<file path="src/rtl/biriscv_csr_commit.sv">
// CSR commit pipeline: carries CSR results from E1 through E2 to WB.
// Merges memory faults and interrupts at E2 and owns the exception flush.
module biriscv_csr_commit #(
    parameter int SUPPORT_MMU = 1
) (
    input  logic        clk_i,
    input  logic        rst_i,
    input  logic        e1_valid_i,
    input  logic [31:0] e1_pc_i,
    input  logic [31:0] e1_opcode_i,
    input  logic [31:0] csr_result_e1_value_i,
    input  logic        csr_result_e1_write_i,
    input  logic [31:0] csr_result_e1_wdata_i,
    input  logic [5:0]  csr_result_e1_exception_i,
    input  logic [5:0]  mem_exception_e2_i,
    input  logic [31:0] mem_addr_e2_i,
    input  logic        take_interrupt_i,
    input  logic        stall_i,
    output logic        csr_writeback_write_o,
    output logic [11:0] csr_writeback_waddr_o,
    output logic [31:0] csr_writeback_wdata_o,
    output logic [5:0]  csr_writeback_exception_o,
    output logic [31:0] csr_writeback_exception_pc_o,
    output logic [31:0] csr_writeback_exception_addr_o,
    output logic        wb_rd_valid_o,
    output logic [4:0]  wb_rd_idx_o,
    output logic [31:0] wb_rd_value_o,
    output logic        flush_o,
    output logic        interrupt_inhibit_o
);

    localparam logic [5:0] EXC_ILLEGAL   = 6'h12;
    localparam logic [5:0] EXC_INTERRUPT = 6'h20;
    localparam logic [5:0] EXC_FENCE     = 6'h34;

    typedef struct packed {
        logic        valid;
        logic [31:0] pc;
        logic [11:0] csr_addr;
        logic [4:0]  rd;
        logic [31:0] value;
        logic        write;
        logic [31:0] wdata;
        logic [5:0]  exc;
    } e2_t;

    typedef struct packed {
        logic        write;
        logic [11:0] waddr;
        logic [31:0] wdata;
        logic [5:0]  exc;
        logic [31:0] exc_pc;
        logic [31:0] exc_addr;
        logic        rd_valid;
        logic [4:0]  rd_idx;
        logic [31:0] rd_value;
    } wb_t;

    e2_t         e2_q;
    e2_t         e1_d;
    wb_t         wb_q;
    wb_t         wb_d;
    logic [5:0]  mem_exc;
    logic [31:0] mem_addr;
    logic [5:0]  e2_exc;
    logic [31:0] e2_tval;
    logic        commit_ok;
    logic        flush;
    logic        unused_opcode;

    assign unused_opcode = ^{e1_opcode_i[19:12], e1_opcode_i[6:0]};

    assign mem_exc  = (SUPPORT_MMU != 0) ? mem_exception_e2_i : 6'h0;
    assign mem_addr = (SUPPORT_MMU != 0) ? mem_addr_e2_i : 32'h0;

    always_comb begin
        e1_d = '0;
        if (e1_valid_i) begin
            e1_d.valid    = 1'b1;
            e1_d.pc       = e1_pc_i;
            e1_d.csr_addr = e1_opcode_i[31:20];
            e1_d.rd       = e1_opcode_i[11:7];
            e1_d.value    = csr_result_e1_value_i;
            e1_d.write    = csr_result_e1_write_i;
            e1_d.wdata    = csr_result_e1_wdata_i;
            e1_d.exc      = csr_result_e1_exception_i;
        end
    end

    // Priority: CSR-unit fault, then memory fault, then interrupt.
    always_comb begin
        e2_exc  = 6'h0;
        e2_tval = 32'h0;
        if (e2_q.valid) begin
            if (e2_q.exc != 6'h0) begin
                e2_exc  = e2_q.exc;
                e2_tval = (e2_q.exc == EXC_ILLEGAL) ? e2_q.value : 32'h0;
            end else if (mem_exc != 6'h0) begin
                e2_exc  = mem_exc;
                e2_tval = mem_addr;
            end else if (take_interrupt_i) begin
                e2_exc  = EXC_INTERRUPT;
            end
        end
    end

    assign commit_ok = (e2_exc == 6'h0) || (e2_exc == EXC_FENCE);

    always_comb begin
        wb_d = '0;
        if (e2_q.valid) begin
            wb_d.write    = e2_q.write & commit_ok;
            wb_d.waddr    = e2_q.csr_addr;
            wb_d.wdata    = e2_q.wdata;
            wb_d.exc      = e2_exc;
            wb_d.exc_pc   = (e2_exc != 6'h0) ? e2_q.pc : 32'h0;
            wb_d.exc_addr = e2_tval;
            wb_d.rd_valid = (e2_q.write | (e2_q.rd != 5'd0)) & commit_ok;
            wb_d.rd_idx   = e2_q.rd;
            wb_d.rd_value = e2_q.value;
        end
    end

    assign flush = (wb_q.exc != 6'h0);

    always_ff @(posedge clk_i) begin
        if (rst_i) begin
            e2_q <= '0;
            wb_q <= '0;
        end else begin
            if (flush) begin
                e2_q <= '0;
            end else if (!stall_i) begin
                e2_q <= e1_d;
            end
            // Stall drains a bubble into WB so the CSR write fires once.
            if (flush || stall_i) begin
                wb_q <= '0;
            end else begin
                wb_q <= wb_d;
            end
        end
    end

    assign csr_writeback_write_o          = wb_q.write;
    assign csr_writeback_waddr_o          = wb_q.waddr;
    assign csr_writeback_wdata_o          = wb_q.wdata;
    assign csr_writeback_exception_o      = wb_q.exc;
    assign csr_writeback_exception_pc_o   = wb_q.exc_pc;
    assign csr_writeback_exception_addr_o = wb_q.exc_addr;
    assign wb_rd_valid_o                  = wb_q.rd_valid;
    assign wb_rd_idx_o                    = wb_q.rd_idx;
    assign wb_rd_value_o                  = wb_q.rd_value;
    assign flush_o                        = flush;
    assign interrupt_inhibit_o = (e2_q.valid & e2_q.write) | (e2_exc != 6'h0) | flush;

endmodule

</file>
<file path="config.mk">
export PLATFORM = sky130hd
export DESIGN_NAME = biriscv_csr_commit
export DESIGN_NICKNAME = d
export VERILOG_FILES = /design/src/rtl/biriscv_csr_commit.sv
export SDC_FILE = /design/constraint.sdc
export NUM_CORES = 1
export LEC_CHECK = 0
export CAP_MARGIN = 5
export CELL_PAD_IN_SITES_DETAIL_PLACEMENT = 1
export CELL_PAD_IN_SITES_GLOBAL_PLACEMENT = 2
export CORE_ASPECT_RATIO = 1.25
export CORE_MARGIN = 2
export CORE_UTILIZATION = 27
export DETAILED_ROUTE_END_ITERATION = 16
export DONT_BUFFER_PORTS = 1
export PLACE_DENSITY = 0.61
export SETUP_SLACK_MARGIN = 0.05
export SLEW_MARGIN = 10
export SYNTH_ARGS = -nofsm -noshare
export SYNTH_HDL_FRONTEND = slang
export SYNTH_SLANG_ARGS = --single-unit
</file>
<file path="constraint.sdc">
create_clock -name clk_i -period 4.7 [get_ports clk_i]
set_clock_uncertainty 0.2 [all_clocks]
set_input_delay 0.94 -clock clk_i [delete_from_list [all_inputs] [get_ports clk_i]]
set_output_delay 0.94 -clock clk_i [all_outputs]
set_load 0.1 [all_outputs]
</file>
; After elaboration in Yosys (flattened, before gate mapping)
; Cells that the tools add are included.
[totals]
mem_count = 0
ram_bits = 0
latchBits = 0
wordCells = 46
regBits = 274
output_inout_bits = 155
mem_bits_ro = 0
input_bits = 178
[op_classes]
n_shift = 0
muxes = 8
reduce_logical = 11
mul = 0
magnitude_cmp = 0
bitwise_logic = 8
eq_ne = 2
n_div = 0
addsub = 0
[op_table]
columns = op, n
row1 = $mux W121, 1
row2 = $mux W32, 3
row3 = $mux W6, 4
row4 = $reduce_bool A6 Y1, 4
row5 = $eq A6 B5 Y1 const B, 1
row6 = $eq A6 B6 Y1 const B, 1
row7 = $logic_not A6 Y1, 1
row8 = $reduce_bool A5 Y1, 1
row9 = $reduce_or A4 Y1, 1
row10 = $and A1 B1 Y1, 3
row11 = $or A1 B1 Y1, 3
row12 = $reduce_or A3 Y1, 1
row13 = $logic_or A1 B1 Y1, 2
row14 = $not A1 Y1, 2
row15 = $reduce_or A2 Y1, 1

; Depth between registers and ports, before layout
; Gate-level depths: netlist (run 1).
[depth]
ltp_word = 7
depth_mapped = 7
ltp_nobuf = 5

; Worst setup path after synthesis (run 1)
; Ideal clock, no wire load.
[synth_path]
path_kind = register to output
from = register wb_q, in the netlist csr_writeback_exception_o[3]
to = output interrupt_inhibit_o
path_stages_with_launch = 4
path_buffers = 0
arrival_ns = 2.593
t_required_ns = 3.560
slack_ns = 0.967
path_cell_list = dfxtp_1 nor4_1 nand2_1 a21o_1
[synth_between]
elab_chain_len = 2
[synth_lines]
columns = element, line
row1 = from (decl), 61  ; wb_t wb_q;
row2 = from (signal assigned), 140  ; wb_q <= wb_d;
row3 = $reduce_bool A6 Y1, 124  ; assign flush = (wb_q.exc != 6'h0);
row4 = named net flush_o, 28  ; output logic flush_o,
row5 = $or A1 B1 Y1, 155  ; assign interrupt_inhibit_o = (e2_q.valid & e2_q.write) | (e2_exc != 6'h0) | flush;
row6 = to (decl), 29  ; output logic interrupt_inhibit_o
; The timed path passes the listed nets, and every way through them passes these cells.

; Worst setup path after layout (run 1)
[layout_path]
from = register e2_q[5] (netlist name)
to = output interrupt_inhibit_o
[layout_between]
elab_chain_len = 6
[layout_lines]
columns = element, line
row1 = from (decl), 59  ; e2_t e2_q;
row2 = from (signal assigned), 128  ; e2_q <= '0;
row3 = from (signal assigned), 132  ; e2_q <= '0;
row4 = from (signal assigned), 134  ; e2_q <= e1_d;
row5 = $reduce_bool A6 Y1, 95  ; if (e2_q.exc != 6'h0) begin
row6 = $mux W6 *, 95
row7 = $mux W6 *, 94  ; if (e2_q.valid) begin
row8 = $reduce_bool A6 Y1 *, 155
row9 = $or A1 B1 Y1 * (2 in a row), 155
; Mark *: on every way between the ends. The rest lies on a longest branch, timed or not.

==> impl_metrics.tcl, run 1 <==
set metrics [dict create \
    routed_wl_um 22500 \
    antenna_found_initial 2 \
    dp_slack_ps 1280 \
    finalCritPeriodShare 0.779 \
    cp_slowest_stage_delay_ps 460 \
    cts.sinks 274 \
    ys_seq_elements 274 \
    cts_root_buf "clkbuf_16" \
    synth_sequential_area_ratio 0.672 \
    crit_family "simple AND/OR/NAND/NOR gates" \
    synthAdderAreaFrac 0 \
    die_w_um 160 \
    die_y_um 198 \
    grt-ovfl-total 0 \
    vdd_drop_max_mv 0.254 \
    syn_nets 847 \
    grt_max_degree 91 \
    route.vias.total 5121 \
    tightest_slew_ps 1070 \
    yosys.area.top_type "dfxtp_1" \
    postCtsSetupRepairBufs 0 \
    period_needed_ps 3660 \
    rows 71 \
    drt-initial-drc-count 226 \
    core_sq_um 29900 \
    total_power_w 0.00487 \
    rsz0062_at_grt "false" \
    synth-compound-area-share 0.173 \
    viasPerCell 4.71 \
    final_util 0.319 \
    post_synth_and_or_nand_nor_area_fraction 0.125 \
    antenna_left 0 \
    syn_avg_cell_area_sq_um 12.2 \
    detail_route.wl_per_cell_um 20.7 \
    firstDrtPassIters 4 \
    ys_top_cells_by_count "dfxtp_1 (274), a22o_1 (120), and2_1 (113), nor2_1 (41), a22oi_1 (32)" \
    dr_wl_met3_um 2120 \
    start_util 0.273 \
    ys_types 30 \
    synth.area.mux_share 0.00123 \
    hold_viol_final 0 \
    setup_viol 0 \
    critPathBufInv 1 \
    worstPathArrival_ps 2520 \
    portBuffers 0 \
    area.growth.synth_to_final_pct 16.8 \
    grt_pass1_wl_um 33300 \
    clk_pin_slew_ps 60 \
    synth_top_area_frac 0.672 \
    synth-main-ff-cell "dfxtp_1" \
    worstSetupEndpointType "output pin" \
    drc_errors 0 \
    crit_type "flip-flop to output pin" \
    highest_layer "met5" \
    insertion_delay_ps 540 \
    r2r_setup_slack_ps 1710 \
    hold_ws_ps 253 \
    fmax_mhz 273 \
    hold_depth 1 \
    status "completed" \
    wirelength_met1_um 8410 \
    p_leak_nw 3.72 \
    syn-instance-count 669 \
    yosysWarnings 0 \
    required_ps 3560 \
    clock_path_buffers 3 \
    synth_top_family_by_area "compound AO/OA/AOI/OAI gates" \
    crit_slowest_cell "or3_1" \
    worstSetupStartpointType "flip-flop" \
    r2r-start "csr_writeback_exception_o[3]" \
    setup_ws_ps 1040 \
    critPathMaxFanout 5 \
    synth_area_leaders "dfxtp_1 (67%), a22o_1 (13%), and2_1 (8.7%), a22oi_1 (2.9%), nor2_1 (1.9%)" \
    grt_pass1_vias 5342 \
    io_pins 333 \
    n_fill_cell 3262 \
    grt_use_total 0.136 \
    min_from "e2_q[37]" \
    slew_viol_final 0 \
    ctsResizeCount 0 \
    cp_cell_sequence "or3_1 > nor4_2 > a21oi_2 > nand4_1 > a21o_1 > buf_4" \
    wl_met2_um 11200 \
    synthMostInstantiatedCell "dfxtp_1" \
    cts_tree "built" \
    regToRegEndpoint "csr_writeback_exception_pc_o[5]" \
    cts_buffers 29 \
    async_reset_ff_frac 0 \
    gp_congestion 0.734 \
    synthXorXnorAreaFrac 0 \
    rr_worst_depth 6 \
    cts_hold_buf 0 \
    hpwlAfterDp_um 15400 \
    whs_endpoint "csr_writeback_wdata_o[31]" \
    netlist_area_sq_um 8170 \
    drive_gt1_frac 0.101 \
    slew_headroom 0.286 \
    tns_ps 0 \
    maxCapViolations 0 \
    final_nets 843 \
    min_path_type "flip-flop to flip-flop" \
    die_area_sq_um 31700 \
    power_density_nw_per_um2 511 \
    htreeDepth 1 \
    synth_edf_count 0 \
]
[worst reg2reg max path: stages, from the launching register on]
cell and delay [ps]:
dfxtp_1 300, buf_4 230, nor4_1 330, nand2_1 160, or4b_4 750, a41oi_4 730
and2_1 250
[registers in the layout, summed over array words and instances, names as in the netlist]
register                        flops
wb_rd_value_o                      32
csr_writeback_exception_pc_o       32
csr_writeback_exception_o           6
wb_rd_valid_o                       1
csr_writeback_write_o               1
csr_writeback_waddr_o              12
csr_writeback_exception_addr_o     32
wb_rd_idx_o                         5
e2_q                              121
csr_writeback_wdata_o              32
[how the worst max path moves through the flow]
stage / startpoint / end / slack [ps] / cells past startpoint
after floorplan: csr_writeback_exception_o[3] / interrupt_inhibit_o / 970 / 3
after global placement: mem_exception_e2_i[0] / interrupt_inhibit_o / 1330 / 6
after detailed placement: mem_exception_e2_i[0] / interrupt_inhibit_o / 1280 / 6
after CTS: e2_q[5] / interrupt_inhibit_o / 990 / 6
after global routing: e2_q[0] / interrupt_inhibit_o / 850 / 6
final: e2_q[5] / interrupt_inhibit_o / 1040 / 6
[cell families after synthesis]
group                  after synthesis
buffers and inverters               50
flip-flops                         274
AO/OA/AOI/OAI                      167
AND/OR/NAND/NOR                    177
multiplexers                         1
[stage by stage]
stage | cells | instance area [sq um]
floorplan | 669 | 8170
global placement | 1035 | 8600
detailed placement | 1035 | 8600
CTS | 1084 | 9530
global route | 1085 | 9530
finish | 1087 | 9540
[cells in the final DEF, fill, tap and decap left out, types with 2 or more instances in the layout]
master	count
nor4b_4	2
diode_2	3
a22o_1	120
nand2_1	3
nor3_1	6
a22oi_1	32
and2_1	113
a21o_1	2
bufinv_16	2
clkbuf_1	5
a21oi_1	5
nor2_1	41
or3_1	2
buf_4	14
nor4_1	2
clkbuf_8	6
dfxtp_1	274
clkbuf_16	29
clkinv_2	5
[routing by layer]
metal	up-vias	global-route usage
met5	-	0
met4	2	0.0630
met3	41	0.0515
met2	229	0.231
met1	2510	0.152
li1	2339	-
[where the power goes]
part | internal, W | leakage, nW | total (W) | switching [W]
registers | 0.00238 | 2.22 | 0.00246 | 0.0000815
clock network | 0.00133 | 0.459 | 0.00221 | 0.000883
logic | 0.0000756 | 1.04 | 0.000204 | 0.000129
[layout make-up]
cell class	count	area, sq um	area share
Antenna cell	3	7.51	0.000787
Clock buffer	40	827	0.0867
Clock inverter	9	101	0.0106
Multi-Input combinational cell	345	2490	0.261
Sequential cell	274	5490	0.575
Tap cell	401	502	0.0526
Timing Repair Buffer	15	125	0.0131
No activity file was read; power rests on OpenSTA's default activity.
==> run 2, diff against run 1 <==
--- a/config.mk
+++ b/config.mk
@@ -13,7 +13,7 @@
 export CORE_UTILIZATION = 27
 export DETAILED_ROUTE_END_ITERATION = 16
 export DONT_BUFFER_PORTS = 1
-export PLACE_DENSITY = 0.61
+export PLACE_DENSITY = 0.63
 export SETUP_SLACK_MARGIN = 0.05
 export SLEW_MARGIN = 10
 export SYNTH_ARGS = -nofsm -noshare
==> constraint.sdc (replaced) <==
create_clock -name clk_i -period 3.05 [get_ports clk_i]
set_clock_uncertainty 0.2 [all_clocks]
set_input_delay 0.61 -clock clk_i [delete_from_list [all_inputs] [get_ports clk_i]]
set_output_delay 0.61 -clock clk_i [all_outputs]
set_load 0.1 [all_outputs]
==> run 2 against run 1 <==
Net effect: global-route usage increased by 0.99 points; sequential cell count is the same; critical endpoint unchanged; total power rose by 57%; highest routed layer is now met4.
==> impl_metrics.tcl, run 2 (same netlist as run 1, synthesis figures left out) <==
set metrics [dict create \
    fmax_mhz 343 \
    cts.sinks 274 \
    slew_viol_final 0 \
    tns_ps 0 \
    largest_reg_flops 121 \
    fin_area_sq_um 10900 \
    die_y_um 198 \
    p_switching_w 0.00175 \
    cts_root_buf "clkbuf_16" \
    hpwlAfterDp_um 16000 \
    dp.cells 1045 \
    die_w_um 160 \
    firstDrtPassIters 4 \
    crit_slowest_cell "or3_4" \
    worstPathArrival_ps 2100 \
    placedInstanceArea_sq_um 8710 \
    switching_share 0.229 \
    grt_pass1_vias 6129 \
    dp_slack_ps 362 \
    cts_tree "built" \
    required_ps 2240 \
    drc_errors 0 \
    htreeDepth 1 \
    grt-ovfl-total 0 \
    die_area_sq_um 31700 \
    area.growth.synth_to_final_pct 33.3 \
    detail_route.wl_per_cell_um 19.7 \
    final_common_cell "dfxtp_1" \
    rows 71 \
    worstSetupEndpointType "output pin" \
    portBuffers 0 \
    mostFrequentLayoutCells "dfxtp_1 (272), dlygate4sd3_1 (121), a22o_1 (120)" \
    gp_congestion 0.760 \
    grt_max_degree 65 \
    antenna_found_initial 1 \
    start_util 0.273 \
    setup_ws_ps 135 \
    slew_headroom 0.328 \
    clk_pin_slew_ps 60 \
    tightest_slew_ps 1010 \
    status "completed" \
    worstSetupStartpointType "flip-flop" \
    internal_power_w 0.00591 \
    cts_buffers 28 \
    top_register "e2_q" \
    final_nets 975 \
    antenna_left 0 \
    p_comb_frac 0.063 \
    grt_pass1_wl_um 36400 \
    hold_viol_final 0 \
    period_needed_ps 2910 \
    min_path_type "input pin to flip-flop" \
    maxCapViolations 0 \
    critPathMaxFanout 5 \
    p_leak_nw 4.29 \
    cp_slowest_stage_delay_ps 420 \
    setup_viol 0 \
    power_density_nw_per_um2 704 \
    viasPerCell 4.58 \
    vdd_drop_max_mv 0.369 \
    core_sq_um 29900 \
    hold_ws_ps 33.6 \
    drive_gt1_frac 0.105 \
    fin_cells 1218 \
    clock_path_buffers 3 \
    drt-initial-drc-count 195 \
    pwr-share-seq 0.494 \
    r2r_setup_slack_ps 490 \
    route.vias.total 5576 \
    n_fill_cell 3231 \
    finalCritPeriodShare 0.956 \
    io_pins 333 \
    grt_use_total 0.146 \
    crit_type "flip-flop to output pin" \
    cp_cell_sequence "or3_4 > o31a_1 > nand4_1 > a21o_2 > buf_12" \
    insertion_delay_ps 550 \
    routed_wl_um 24000 \
    p_clk_frac 0.443 \
    rsz0062_at_grt "false" \
]
run 2: through the flow:
stage | utilization | power, W
2_1_floorplan | - | 0.00409
3_3_place_gp | 0.291 | 0.00418
3_5_place_dp | 0.291 | 0.00420
4_1_cts | 0.363 | 0.00778
5_1_grt | 0.364 | 0.00798
6_report | 0.364 | 0.00766
run 2: power groups by stage:
stage                     clock network [W]  registers (W)  logic (W)
after floorplan                           0        0.00385   0.000244
after global placement                    0        0.00386   0.000320
after detailed placement                  0        0.00386   0.000333
after CTS                           0.00351        0.00379   0.000482
after global routing                0.00366        0.00380   0.000520
final                               0.00339        0.00379   0.000481
run 2: cell type report:
type	instances	area, sq um	area share
multi-input combinational	345	2500	0.230
antenna	1	2.50	0.000230
timing repair buffer	148	1460	0.134
sequential	274	5490	0.504
clock inverter	7	70.1	0.00644
clock buffer	42	855	0.0785
tap	401	502	0.0461
run 2: critical path, delay by kind of cell (launching register included):
kind	cells	cell delay [ps]
simple gates	2	530
compound gates	2	480
flops	1	360
buf+inv	1	170
run 2: timing repair:
item | CTS | global route
hold buffers | 121 | 0
pin swaps | 2 | 2
endpoints found under the setup margin | 1 | 1
gates resized for setup | 4 | 1
endpoints found under the hold margin | 121 | 0
setup buffers | 2 | 0
run 2: metal layers:
layer,global-route usage,up-vias,part of all wire
li1,-,2610,-
met1,0.157,2711,0.38
met2,0.267,210,0.52
met3,0.0398,45,0.068
met4,0.0646,0,0.036
met5,0,-,0
run 2: final timing paths:
kind / start / endpoint / cells past startpoint
worst max-delay path: e2_q[5] / interrupt_inhibit_o / 5
worst min register to register: e2_q[20] / csr_writeback_wdata_o[14] / 1
worst max register to register: csr_writeback_exception_o[3] / csr_writeback_exception_pc_o[22] / 6
worst min-delay path: mem_addr_e2_i[25] / csr_writeback_exception_addr_o[25] / 2
==> run 3, diff against run 2 <==
--- a/config.mk
+++ b/config.mk
@@ -15,6 +15,7 @@
 export DONT_BUFFER_PORTS = 1
 export PLACE_DENSITY = 0.63
 export SETUP_SLACK_MARGIN = 0.05
+export SKIP_LAST_GASP = 1
 export SLEW_MARGIN = 10
 export SYNTH_ARGS = -nofsm -noshare
 export SYNTH_HDL_FRONTEND = slang
==> results of run 3 <==
Same layout as run 2: the final DEF is identical, and so are final timing and power.
